`src/rtl/divider_pkg.sv`:
```
// Shared constants for the restoring divider: FSM encoding, default width and
// the iteration-counter sizing helper.
package divider_pkg;

  localparam int DEFAULT_WIDTH = 16;

  typedef logic [1:0] state_t;

  localparam state_t ST_IDLE = 2'd0;
  localparam state_t ST_RUN  = 2'd1;
  localparam state_t ST_DONE = 2'd2;

  // Counter must hold the value WIDTH itself, hence WIDTH+1 codes.
  function automatic int cnt_width(input int width);
    return $clog2(width + 1);
  endfunction

endpackage

```
`src/rtl/Subtractor_Nbit.sv`:
```
// WIDTH+1-bit subtractor a - b built from chained 4-bit adder slices plus one
// extra top bit; carry_out=1 means no borrow (a >= b).
module Subtractor_Nbit #(
  parameter int WIDTH = 16
) (
  input  logic [WIDTH:0] a,
  input  logic [WIDTH:0] b,
  output logic [WIDTH:0] diff,
  output logic           carry_out
);

  localparam int SLICES = WIDTH / 4;

  logic [WIDTH:0]  b_inv;
  logic [SLICES:0] carry;

  assign b_inv    = ~b;
  assign carry[0] = 1'b1;

  for (genvar i = 0; i < SLICES; i++) begin : g_slice
    adder4_slice u_slice (
      .a    (a[4*i +: 4]),
      .b    (b_inv[4*i +: 4]),
      .cin  (carry[i]),
      .sum  (diff[4*i +: 4]),
      .cout (carry[i + 1])
    );
  end

  assign diff[WIDTH] = a[WIDTH] ^ b_inv[WIDTH] ^ carry[SLICES];
  assign carry_out   = (a[WIDTH] & b_inv[WIDTH]) |
                       (carry[SLICES] & (a[WIDTH] ^ b_inv[WIDTH]));

endmodule

```
`src/rtl/adder4_slice.sv`:
```
// 4-bit ripple-carry adder slice shared with the reducer datapath.
module adder4_slice (
  input  logic [3:0] a,
  input  logic [3:0] b,
  input  logic       cin,
  output logic [3:0] sum,
  output logic       cout
);

  logic [4:0] carry;

  always_comb begin
    carry[0] = cin;
    sum      = '0;
    for (int i = 0; i < 4; i++) begin
      sum[i]       = a[i] ^ b[i] ^ carry[i];
      carry[i + 1] = (a[i] & b[i]) | (carry[i] & (a[i] ^ b[i]));
    end
  end

  assign cout = carry[4];

endmodule

```
`src/rtl/restoring_divider.sv`:
```
// Multi-cycle restoring divider, one quotient bit per clock behind start/done.
// Define DIVIDER_SIGNED_EN for two's-complement operands (truncating division).
//
//   state   | meaning
//   --------+-----------------------------------------------------------
//   ST_IDLE | waiting for start; done pulse from previous op clears here
//   ST_RUN  | one shift/trial-subtract per edge, counter counts down
//   ST_DONE | load quotient/remainder (sign fixup), pulse done
module restoring_divider
  import divider_pkg::*;
#(
  parameter int WIDTH = DEFAULT_WIDTH
) (
  input  logic             clk,
  input  logic             rst,
  input  logic             start,
  input  logic [WIDTH-1:0] dividend,
  input  logic [WIDTH-1:0] divisor,
  output logic             busy,
  output logic             done,
  output logic [WIDTH-1:0] quotient,
  output logic [WIDTH-1:0] remainder,
  output logic             div_by_zero
);

  localparam int CW = cnt_width(WIDTH);

  state_t         state;
  logic [CW-1:0]  cnt;
  logic [WIDTH-1:0] dvd_sr;
  logic [WIDTH-1:0] dvs;
  logic [WIDTH:0] partial_rem;
  logic [WIDTH:0] shifted;
  logic [WIDTH:0] trial;
  logic           no_borrow;
  logic           dz;
`ifdef DIVIDER_SIGNED_EN
  logic [WIDTH-1:0] dvd_orig;
  logic             neg_q;
  logic             neg_r;
`endif

  // Dividend register doubles as the quotient shift register.
  assign shifted = (partial_rem << 1) | {{WIDTH{1'b0}}, dvd_sr[WIDTH-1]};

  Subtractor_Nbit #(.WIDTH(WIDTH)) u_sub (
    .a         (shifted),
    .b         ({1'b0, dvs}),
    .diff      (trial),
    .carry_out (no_borrow)
  );

  assign busy = (state != ST_IDLE);

  always_ff @(posedge clk) begin
    if (rst) begin
      state       <= ST_IDLE;
      cnt         <= '0;
      dvd_sr      <= '0;
      dvs         <= '0;
      partial_rem <= '0;
      dz          <= 1'b0;
      done        <= 1'b0;
      quotient    <= '0;
      remainder   <= '0;
      div_by_zero <= 1'b0;
`ifdef DIVIDER_SIGNED_EN
      dvd_orig    <= '0;
      neg_q       <= 1'b0;
      neg_r       <= 1'b0;
`endif
    end else begin
      case (state)
        ST_IDLE: begin
          done <= 1'b0;
          if (start) begin
            partial_rem <= '0;
            cnt         <= CW'(WIDTH);
            dz          <= (divisor == '0);
`ifdef DIVIDER_SIGNED_EN
            dvd_sr      <= dividend[WIDTH-1] ? -dividend : dividend;
            dvs         <= divisor[WIDTH-1]  ? -divisor  : divisor;
            dvd_orig    <= dividend;
            neg_q       <= dividend[WIDTH-1] ^ divisor[WIDTH-1];
            neg_r       <= dividend[WIDTH-1];
`else
            dvd_sr      <= dividend;
            dvs         <= divisor;
`endif
            state       <= (divisor == '0) ? ST_DONE : ST_RUN;
          end
        end
        ST_RUN: begin
          partial_rem <= no_borrow ? trial : shifted;
          dvd_sr      <= {dvd_sr[WIDTH-2:0], no_borrow};
          cnt         <= cnt - CW'(1);
          if (cnt == CW'(1)) state <= ST_DONE;
        end
        ST_DONE: begin
          done        <= 1'b1;
          div_by_zero <= dz;
          state       <= ST_IDLE;
`ifdef DIVIDER_SIGNED_EN
          if (dz) begin
            quotient  <= '1;
            remainder <= dvd_orig;
          end else begin
            quotient  <= neg_q ? -dvd_sr : dvd_sr;
            remainder <= neg_r ? -partial_rem[WIDTH-1:0] : partial_rem[WIDTH-1:0];
          end
`else
          if (dz) begin
            quotient  <= '1;
            remainder <= dvd_sr;
          end else begin
            quotient  <= dvd_sr;
            remainder <= partial_rem[WIDTH-1:0];
          end
`endif
        end
        default: state <= ST_IDLE;
      endcase
    end
  end

endmodule

```
`config.mk`:
```
export PLATFORM = sky130hd
export DESIGN_NAME = restoring_divider
export DESIGN_NICKNAME = d
export VERILOG_FILES = /design/src/rtl/divider_pkg.sv /design/src/rtl/Subtractor_Nbit.sv /design/src/rtl/adder4_slice.sv /design/src/rtl/restoring_divider.sv
export SDC_FILE = /design/constraint.sdc
export NUM_CORES = 1
export LEC_CHECK = 0
export ABC_AREA = 1
export CORE_ASPECT_RATIO = 0.5
export CORE_MARGIN = 8
export CORE_UTILIZATION = 42
export CTS_CLUSTER_SIZE = 25
export DETAILED_ROUTE_END_ITERATION = 7
export DONT_BUFFER_PORTS = 1
export REMOVE_ABC_BUFFERS = 1
export SKIP_CTS_REPAIR_TIMING = 1
export SYNTH_ARGS = -nofsm -noshare
export SYNTH_HDL_FRONTEND = slang
export SYNTH_HIERARCHICAL = 1
export SYNTH_SLANG_ARGS = --single-unit
export TNS_END_PERCENT = 5
```
`constraint.sdc`:
```
create_clock -name clk -period 17.2 [get_ports clk]
set_clock_uncertainty 0.1 [all_clocks]
set_input_delay 3.44 -clock clk [delete_from_list [all_inputs] [get_ports clk]]
set_output_delay 3.44 -clock clk [all_outputs]
set_load 0.03 [all_outputs]
```
## Yosys cells after proc, flatten, opt, wreduce, memory -nomap -nowiden

Cells that the tools add are included.

| word-level totals | value |
|---|---|
| word-level logic and storage cells | 123 |
| register bits after elaboration | 90 |
| memory bits (read-only) | 0 |
| bits of input ports | 35 |
| latch bits | 0 |
| RAM bits | 0 |
| memories kept | 0 |
| output and inout port bits | 35 |

| operators by class | value |
|---|---|
| shifts and indexed selects | 0 |
| mux-type cells | 14 |
| bitwise logic cells | 85 |
| reduce and logical (&&, ||, !) cells | 8 |
| magnitude comparators | 0 |
| equality and inequality tests | 5 |
| divide/modulo/power cells | 0 |
| add/subtract/negate cells | 1 |
| multiply operators | 0 |

Operators by type and width:

| kind | count |
|---|---|
| 2-to-1 mux 16 bit | 5 |
| case mux 16 bit (2 select lines) | 2 |
| AND 1 bit | 33 |
| bitwise XOR 1 bit | 32 |
| NOT 16 -> 17 bit | 1 |
| OR 1 bit | 17 |
| OR 17 x 1 -> 17 bit | 1 |
| logical NOT 16 bit | 1 |
| case mux 5 bit (2 select lines) | 1 |
| 2-to-1 mux 2 bit | 3 |
| AND reduction 2 bit | 3 |
| nonzero test 2 bit | 3 |
| equality test 5 x 1 -> 1 bit, second input constant | 1 |
| 2-to-1 mux 5 bit | 1 |
| subtractor 5 x 1 -> 5 bit, second input constant | 1 |
| inequality test 2 bit, second input constant | 2 |
| case mux 2 bit (2 select lines) | 1 |
| equality test 2 x 1 -> 1 bit, second input constant | 1 |
| equality test 2 bit, second input constant | 1 |
| logical NOT 2 bit | 1 |
| case mux 1 bit (2 select lines) | 1 |
| NOT 1 bit | 1 |

## Longest topological paths before layout

Gate-level depths: netlist of the first run.

| logic depth | value |
|---|---|
| depth after elaboration | 37 |
| gate-level depth with buffers | 43 |
| mapped depth without buffers | 41 |

## Modules after synthesis

The synthesis of the first run kept the hierarchy.

Modules (own cells, without submodules):

| module | area each (sq um) | cells each | seq. area each (sq um) | times used |
|---|---|---|---|---|
| restoring_divider | 3,714.8 | 489 | 1,801.7 | 1 |
| adder4_slice | 117.6 | 14 | 0.0 | 4 |
| Subtractor_Nbit | 98.8 | 22 | 0.0 | 1 |

## Worst setup path before layout of the first run

Ideal clock, no wire load.

| timing | value |
|---|---|
| path kind | reg-to-reg |
| start point | reg dvd_sr[15] |
| end point | reg partial_rem[13] |
| period minus slack after synthesis | 6,476 ps |
| data required time | 16,968 ps |
| arrival time | 6,243 ps |
| cell stages (with the launch flop) | 43 |
| path buffers | 2 |
| setup slack | 10,724 ps |
| path through | dfxtp_1 -> fa_1 -> inv_1 -> fa_1 -> inv_1 -> fa_1 -> inv_1 -> fa_1 -> inv_1 -> fa_1 -> inv_1 -> fa_1 -> inv_1 -> fa_1 -> inv_1 -> fa_1 -> inv_1 -> fa_1 -> [7 not listed] -> fa_1 -> inv_1 -> fa_1 -> inv_1 -> fa_1 -> inv_1 -> fa_1 -> inv_1 -> inv_1 -> fa_1 -> inv_1 -> buf_2 -> inv_2 -> buf_2 -> nor2_1 -> nor2_1 -> o21ai_0 -> a21oi_1 |

| on the way | value |
|---|---|
| cells in the longest elaborated chain, start to end | 37 |
| elaborated cells between the ends (all ways) | 39 |

Ends and longest elaborated chain:

| item | RTL line | text |
|---|---|---|
| start: declaration | restoring_divider.sv:30 | `logic [WIDTH-1:0] dvd_sr;` |
| start signal: assignment | restoring_divider.sv:87 | `dvd_sr <= dividend;` |
| start signal: assignment | restoring_divider.sv:95 | `dvd_sr <= {dvd_sr[WIDTH-2:0], no_borrow};` |
| OR 17 x 1 -> 17 bit * | restoring_divider.sv:44 | `assign shifted = (partial_rem << 1) \| {{WIDTH{1'b0}}, dvd_sr[WIDTH-1]};` |
| AND 1 bit / bitwise XOR 1 bit (equally long branches) | adder4_slice.sv:17 | `carry[i + 1] = (a[i] & b[i]) \| (carry[i] & (a[i] ^ b[i]));` |
| OR 1 bit * | adder4_slice.sv:17 |  |
| AND 1 bit * | adder4_slice.sv:17 |  |
| OR 1 bit * | adder4_slice.sv:17 |  |
| AND 1 bit * | adder4_slice.sv:17 |  |
| OR 1 bit * | adder4_slice.sv:17 |  |
| AND 1 bit * | adder4_slice.sv:17 |  |
| [1 not listed] | -- |  |
| named net u_sub.carry[1] | Subtractor_Nbit.sv:15 | `logic [SLICES:0] carry;` |
| [8 not listed] | -- |  |
| named net u_sub.carry[2] | Subtractor_Nbit.sv:15 |  |
| [8 not listed] | -- |  |
| named net u_sub.carry[3] | Subtractor_Nbit.sv:15 |  |
| [6 not listed] | -- |  |
| AND 1 bit * | adder4_slice.sv:17 |  |
| OR 1 bit * | adder4_slice.sv:17 |  |
| named net u_sub.carry[4] | Subtractor_Nbit.sv:15 |  |
| AND 1 bit * | Subtractor_Nbit.sv:32 | `(carry[SLICES] & (a[WIDTH] ^ b_inv[WIDTH]));` |
| OR 1 bit * | Subtractor_Nbit.sv:31 | `assign carry_out = (a[WIDTH] & b_inv[WIDTH]) \|` |
| named net no_borrow | restoring_divider.sv:35 | `logic no_borrow;` |
| 2-to-1 mux 16 bit * | restoring_divider.sv:94 | `partial_rem <= no_borrow ? trial : shifted;` |
| case mux 16 bit (2 select lines) * | restoring_divider.sv:73 | `case (state)` |
| end signal: assignment | restoring_divider.sv:94 |  |
| end: declaration | restoring_divider.sv:32 | `logic [WIDTH:0] partial_rem;` |

Mark *: on every way through the listed nets, which the timed path passes. The rest lies on a longest branch.
A chain may end at the register's enable or synchronous reset.

## Final worst setup path of the first run

Ends and elaborated chain as after synthesis.

==> results of run 1 <==
[per-layer routing]
layer | wire length [um] | share of wire | vias to the layer above | track usage
met5 | 0 | 0 | - | 0
met4 | 145 | 0.014 | 0 | 0.0446
met1 | 5350 | 0.50 | 1585 | 0.210
li1 | - | - | 1748 | -
met2 | 4050 | 0.38 | 101 | 0.219
met3 | 1060 | 0.10 | 8 | 0.0722
[through the flow]
| stage | cells | worst slack (ns) |
|---|---|---|
| after floorplan | 533 | 10.69 |
| after global placement | 673 | 10.23 |
| after detailed placement | 673 | 10.17 |
| after CTS | 689 | 10.14 |
| after global routing | 689 | 9.54 |
| final | 689 | 10.16 |
[worst min path at each step]
stage	start	endpoint	slack (ns)	depth (start not counted)
after global placement	cnt[1]$_SDFFE_PP0P_	cnt[1]$_SDFFE_PP0P_	0.37	2
after floorplan	cnt[0]$_SDFFE_PP0P_	cnt[0]$_SDFFE_PP0P_	0.35	1
after detailed placement	cnt[0]$_SDFFE_PP0P_	cnt[0]$_SDFFE_PP0P_	0.37	1
after global routing	cnt[1]$_SDFFE_PP0P_	cnt[1]$_SDFFE_PP0P_	0.40	2
final	cnt[1]$_SDFFE_PP0P_	cnt[1]$_SDFFE_PP0P_	0.38	2
after CTS	cnt[1]$_SDFFE_PP0P_	cnt[1]$_SDFFE_PP0P_	0.39	2
[cell usage in the layout (no fill, tap or decap), types with 2 or more instances in the layout]
master and instances:
nor2_1 105, dfxtp_1 90, nand2_1 77, o21ai_0 72, inv_1 66, a21oi_1 55, fa_1 17, a31oi_1 16
o22ai_1 11, clkbuf_16 9, inv_2 5, nand3_1 3, clkinv_2 3, nand2_4 2, ha_1 2, clkinv_4 2
conb_1 2
[power breakdown]
| group | switching (mW) | leakage (nW) | internal (mW) |
|---|---|---|---|
| clock network | 0.0823 | 0.145 | 0.112 |
| logic | 0.0451 | 0.968 | 0.0232 |
| registers | 0.0222 | 0.736 | 0.223 |
| total | 0.150 | 1.85 | 0.359 |
[tightest hold or removal path, cell delays in order, from the launching register on]
cell,delay (ns)
dfxtp_1,0.32
nand2_1,0.07
a21oi_1,0.05
[registers in the layout, summed over array words and instances, names as in the netlist]
name,flops
cnt,5
div_by_zero,1
done,1
dvd_sr,16
dvs,16
dz,1
partial_rem,16
quotient,16
remainder,16
state,2
[layout make-up]
class	instances	area [sq um]
Inverter	72	273
Clock inverter	7	70.1
Clock buffer	9	225
Fill cell	1026	5510
Sequential cell	90	1800
Tap cell	140	175
Multi-Input combinational cell	371	2000
==> flow_metrics.py, run 1 <==
metrics = {
    "run_status": {
        "outcome": "completed",
    },
    "layout": {
        "final_area_sq_um": 4540,
        "antennaDiodeCount": 0,
        "post-route-util": 0.452,
        "fin_nets": 598,
        "drive_above_1_share": 0.0546,
        "area_growth_pct": 6.14,
    },
    "setup_path": {
        "cp_num_buf_inv": 19,
        "cp_slowest_stage_delay_ns": 0.43,
        "rr_startpoint": "dvd_sr[15]$_SDFFE_PP0P_",
        "endpoint": "partial_rem[13]$_SDFFE_PP0P_",
        "timing.critical_path.depth": 40,
        "cp_top_family": "adder cells",
        "worst_r2r_path_depth": 40,
        "critPathRequiredTime_ns": 17.32,
        "cp_data_arrival_time_ns": 7.16,
        "end_kind": "flop",
        "setup.worst_path.start_class": "flop",
        "worstPathMaxFanout": 18,
        "cp-startpoint": "dvd_sr[15]$_SDFFE_PP0P_",
        "path_class": "reg -> reg",
        "reg2reg_slack_ns": 10.16,
        "slowest_stage": "dfxtp_1",
        "r2r_end": "partial_rem[13]$_SDFFE_PP0P_",
        "cp_common_cell": "inv_1",
    },
    "clocking": {
        "cts.path.max_buffers": 2,
        "cts_tree": "built",
        "clkSlewWorstSetupHoldPaths_ns": 0.06,
        "cts-root-buf": "clkbuf_16",
        "clk_latency_ns": 0.34,
        "cts_max_level": 3,
        "clock-sinks": 90,
        "cts_buffers": 9,
    },
    "global_routing": {
        "grt_pass1_wl_mm": 17.5,
        "first_global_vias": 3208,
        "globalRouteOverflowTotal": 0,
        "grt_max_degree": 60,
        "track_usage": 0.157,
        "antenna_found_initial": 0,
    },
    "placement": {
        "placed_area_sq_um": 4250,
        "gp_congestion": 0.785,
        "portBuffers": 0,
        "dp.final_hpwl_mm": 7.09,
    },
    "power": {
        "p_total_uw": 509,
        "p_per_area_nw_per_um2": 112,
        "irDropWorstVdd_mv": 0.0636,
        "leakagePower_nw": 1.85,
    },
    "flow_run": {
        "cap_violations": 0,
    },
    "routing": {
        "wl_per_cell_um": 15.4,
        "viasPerCell": 5.00,
        "first_pass_iters": 4,
        "drc": 0,
        "antenna_left": 0,
        "vias": 3442,
        "drt_iter0_drc": 221,
        "wl_mm": 10.6,
    },
    "logic_synthesis": {
        "synth_area_sq_um": 4280,
        "synthCells": 566,
        "yosysWarnings": 6,
        "syn_avg_cell_area_sq_um": 7.56,
    },
    "floorplan": {
        "rows": 26,
        "io_pins": 70,
        "coreArea_sq_um": 10100,
        "die-area_sq_um": 13900,
        "initial_core_util": 0.426,
        "dieHeight_um": 87.4,
        "die_w_um": 159,
    },
    "timing": {
        "hold_slack_ns": 0.383,
        "timing.setup.tns_ns": 0,
        "rsz0062_at_grt": "no",
        "final.min_clock_period_ns": 7.04,
        "post-route-period-util": 0.409,
        "maxSlewViolCount": 0,
        "tightestPinTransition_ns": 0.869,
        "hold_viol_final": 0,
        "fmax_ghz": 0.142,
        "setup_viol": 0,
        "slew_headroom": 0.420,
    },
    "hold_path": {
        "min_path_type": "reg -> reg",
    },
}
Power figures use the tool's default switching activity.
==> run 2, diff against run 1 <==
==> constraint.sdc (replaced) <==
create_clock -name clk -period 6.3 [get_ports clk]
set_clock_uncertainty 0.1 [all_clocks]
set_input_delay 1.26 -clock clk [delete_from_list [all_inputs] [get_ports clk]]
set_output_delay 1.26 -clock clk [all_outputs]
set_load 0.03 [all_outputs]
==> run 2 against run 1 <==
Against the previous run:
- non-clock buffer count grew 6
- utilization grew 1.3 points
- worst hold slack lost 0.0031 ns
- register-to-register slack lost 10 ns
- the flow now finishes with violations (setup timing)
==> flow_metrics.py, run 2 (synthesis gave the netlist of run 1 again) <==
metrics = {
    "clocking": {
        "cts_max_level": 3,
        "cts.path.max_buffers": 2,
        "cts_buffers": 9,
        "clkSlewWorstSetupHoldPaths_ns": 0.06,
        "clock-sinks": 90,
        "cts_tree": "built",
        "clk_latency_ns": 0.34,
        "cts-root-buf": "clkbuf_16",
    },
    "global_routing": {
        "antenna_found_initial": 0,
        "first_global_vias": 3164,
        "globalRouteOverflowTotal": 0,
        "grt_pass1_wl_mm": 17.9,
        "grt_max_degree": 60,
        "track_usage": 0.160,
    },
    "timing": {
        "timing.setup.tns_ns": -2.15,
        "slew_headroom": 0.426,
        "fmax_ghz": 0.155,
        "rsz0062_at_grt": "yes",
        "post-route-period-util": 1.03,
        "setup_viol": 17,
        "final.min_clock_period_ns": 6.46,
        "maxSlewViolCount": 0,
        "finalWorstSetupSlack_ns": -0.163,
        "tightestPinTransition_ns": 0.860,
        "hold_viol_final": 0,
    },
    "placement": {
        "portBuffers": 0,
        "gp_congestion": 0.799,
        "dp.final_hpwl_mm": 7.17,
        "pre_cts_ws_ns": -0.324,
        "placed_area_sq_um": 4280,
    },
    "setup_path": {
        "cp_slowest_stage_delay_ns": 0.37,
        "critPathRequiredTime_ns": 6.46,
        "cp_common_cell": "fa_2",
        "setup.worst_path.start_class": "flop",
        "cp_data_arrival_time_ns": 6.63,
        "worstPathMaxFanout": 6,
        "end_kind": "flop",
        "path_class": "reg -> reg",
        "slowest_stage": "fa_2",
    },
    "power": {
        "irDropWorstVdd_mv": 0.124,
        "p_total_mw": 1.42,
        "leakagePower_nw": 1.85,
        "p_per_area_nw_per_um2": 304,
    },
    "floorplan": {
        "dieHeight_um": 87.4,
        "io_pins": 70,
        "rows": 26,
        "coreArea_sq_um": 10100,
        "die-area_sq_um": 13900,
        "die_w_um": 159,
        "initial_core_util": 0.426,
    },
    "hold_path": {
        "min_path_type": "reg -> reg",
    },
    "routing": {
        "wl_per_cell_um": 15.7,
        "first_pass_iters": 4,
        "drc": 0,
        "antenna_left": 0,
        "drt_iter0_drc": 325,
        "vias": 3531,
        "viasPerCell": 5.08,
        "wl_mm": 10.9,
    },
    "layout": {
        "area_growth_pct": 9.27,
        "final_area_sq_um": 4680,
        "antennaDiodeCount": 0,
        "fin_nets": 604,
        "final_cell_mix": "nor2_1, dfxtp_1, nand2_1",
        "post-route-util": 0.465,
        "final_common_cell": "nor2_1",
        "drive_above_1_share": 0.128,
    },
    "flow_run": {
        "cap_violations": 0,
    },
    "run_status": {
        "outcome": "finished, violations left",
        "failed_checks": "setup timing",
    },
}
-- run 2: power by group --
part | total (mW) | internal [mW] | switching [mW]
combinational | 0.209 | 0.0747 | 0.134
sequential | 0.670 | 0.610 | 0.0597
clock | 0.543 | 0.310 | 0.233
total | 1.42 | 0.995 | 0.427
-- run 2: final cells by class --
cell class | count | area [sq um]
fill | 1001 | 5380
tap | 140 | 175
inverter | 72 | 280
sequential | 90 | 1800
clock buffer | 9 | 225
multi-input combinational | 371 | 2060
timing repair buffer | 6 | 50.0
clock inverter | 7 | 78.8
-- run 2: through the flow --
stage                     std cells  hold WS, ns
after floorplan                 533        0.347
after global placement          677        0.366
after detailed placement        677        0.366
after CTS                       693        0.381
after global routing            695        0.406
final                           695        0.380
-- run 2: worst max-delay path, delay by kind of cell (launching register included) --
kind	cells	cell delay (ns)
buf+inv	21	1.37
compound gates	2	0.19
fa+ha+maj	17	4.44
flops	1	0.32
-- run 2: routing by layer --
layer,track usage,share of wire
met1,0.231,0.50
met2,0.211,0.39
met3,0.0642,0.099
met4,0.0463,0.013
met5,0,0
-- run 2: final timing paths --
check	slack, ns	startpoint	to	cells after the start
setup / recovery	-0.16	dvs[0]$_SDFFE_PP0P_	partial_rem[12]$_SDFFE_PP0P_	40
hold / removal	0.38	cnt[1]$_SDFFE_PP0P_	cnt[1]$_SDFFE_PP0P_	2
setup reg to reg	-0.16	dvs[0]$_SDFFE_PP0P_	partial_rem[12]$_SDFFE_PP0P_	40
hold reg to reg	0.38	cnt[1]$_SDFFE_PP0P_	cnt[1]$_SDFFE_PP0P_	2
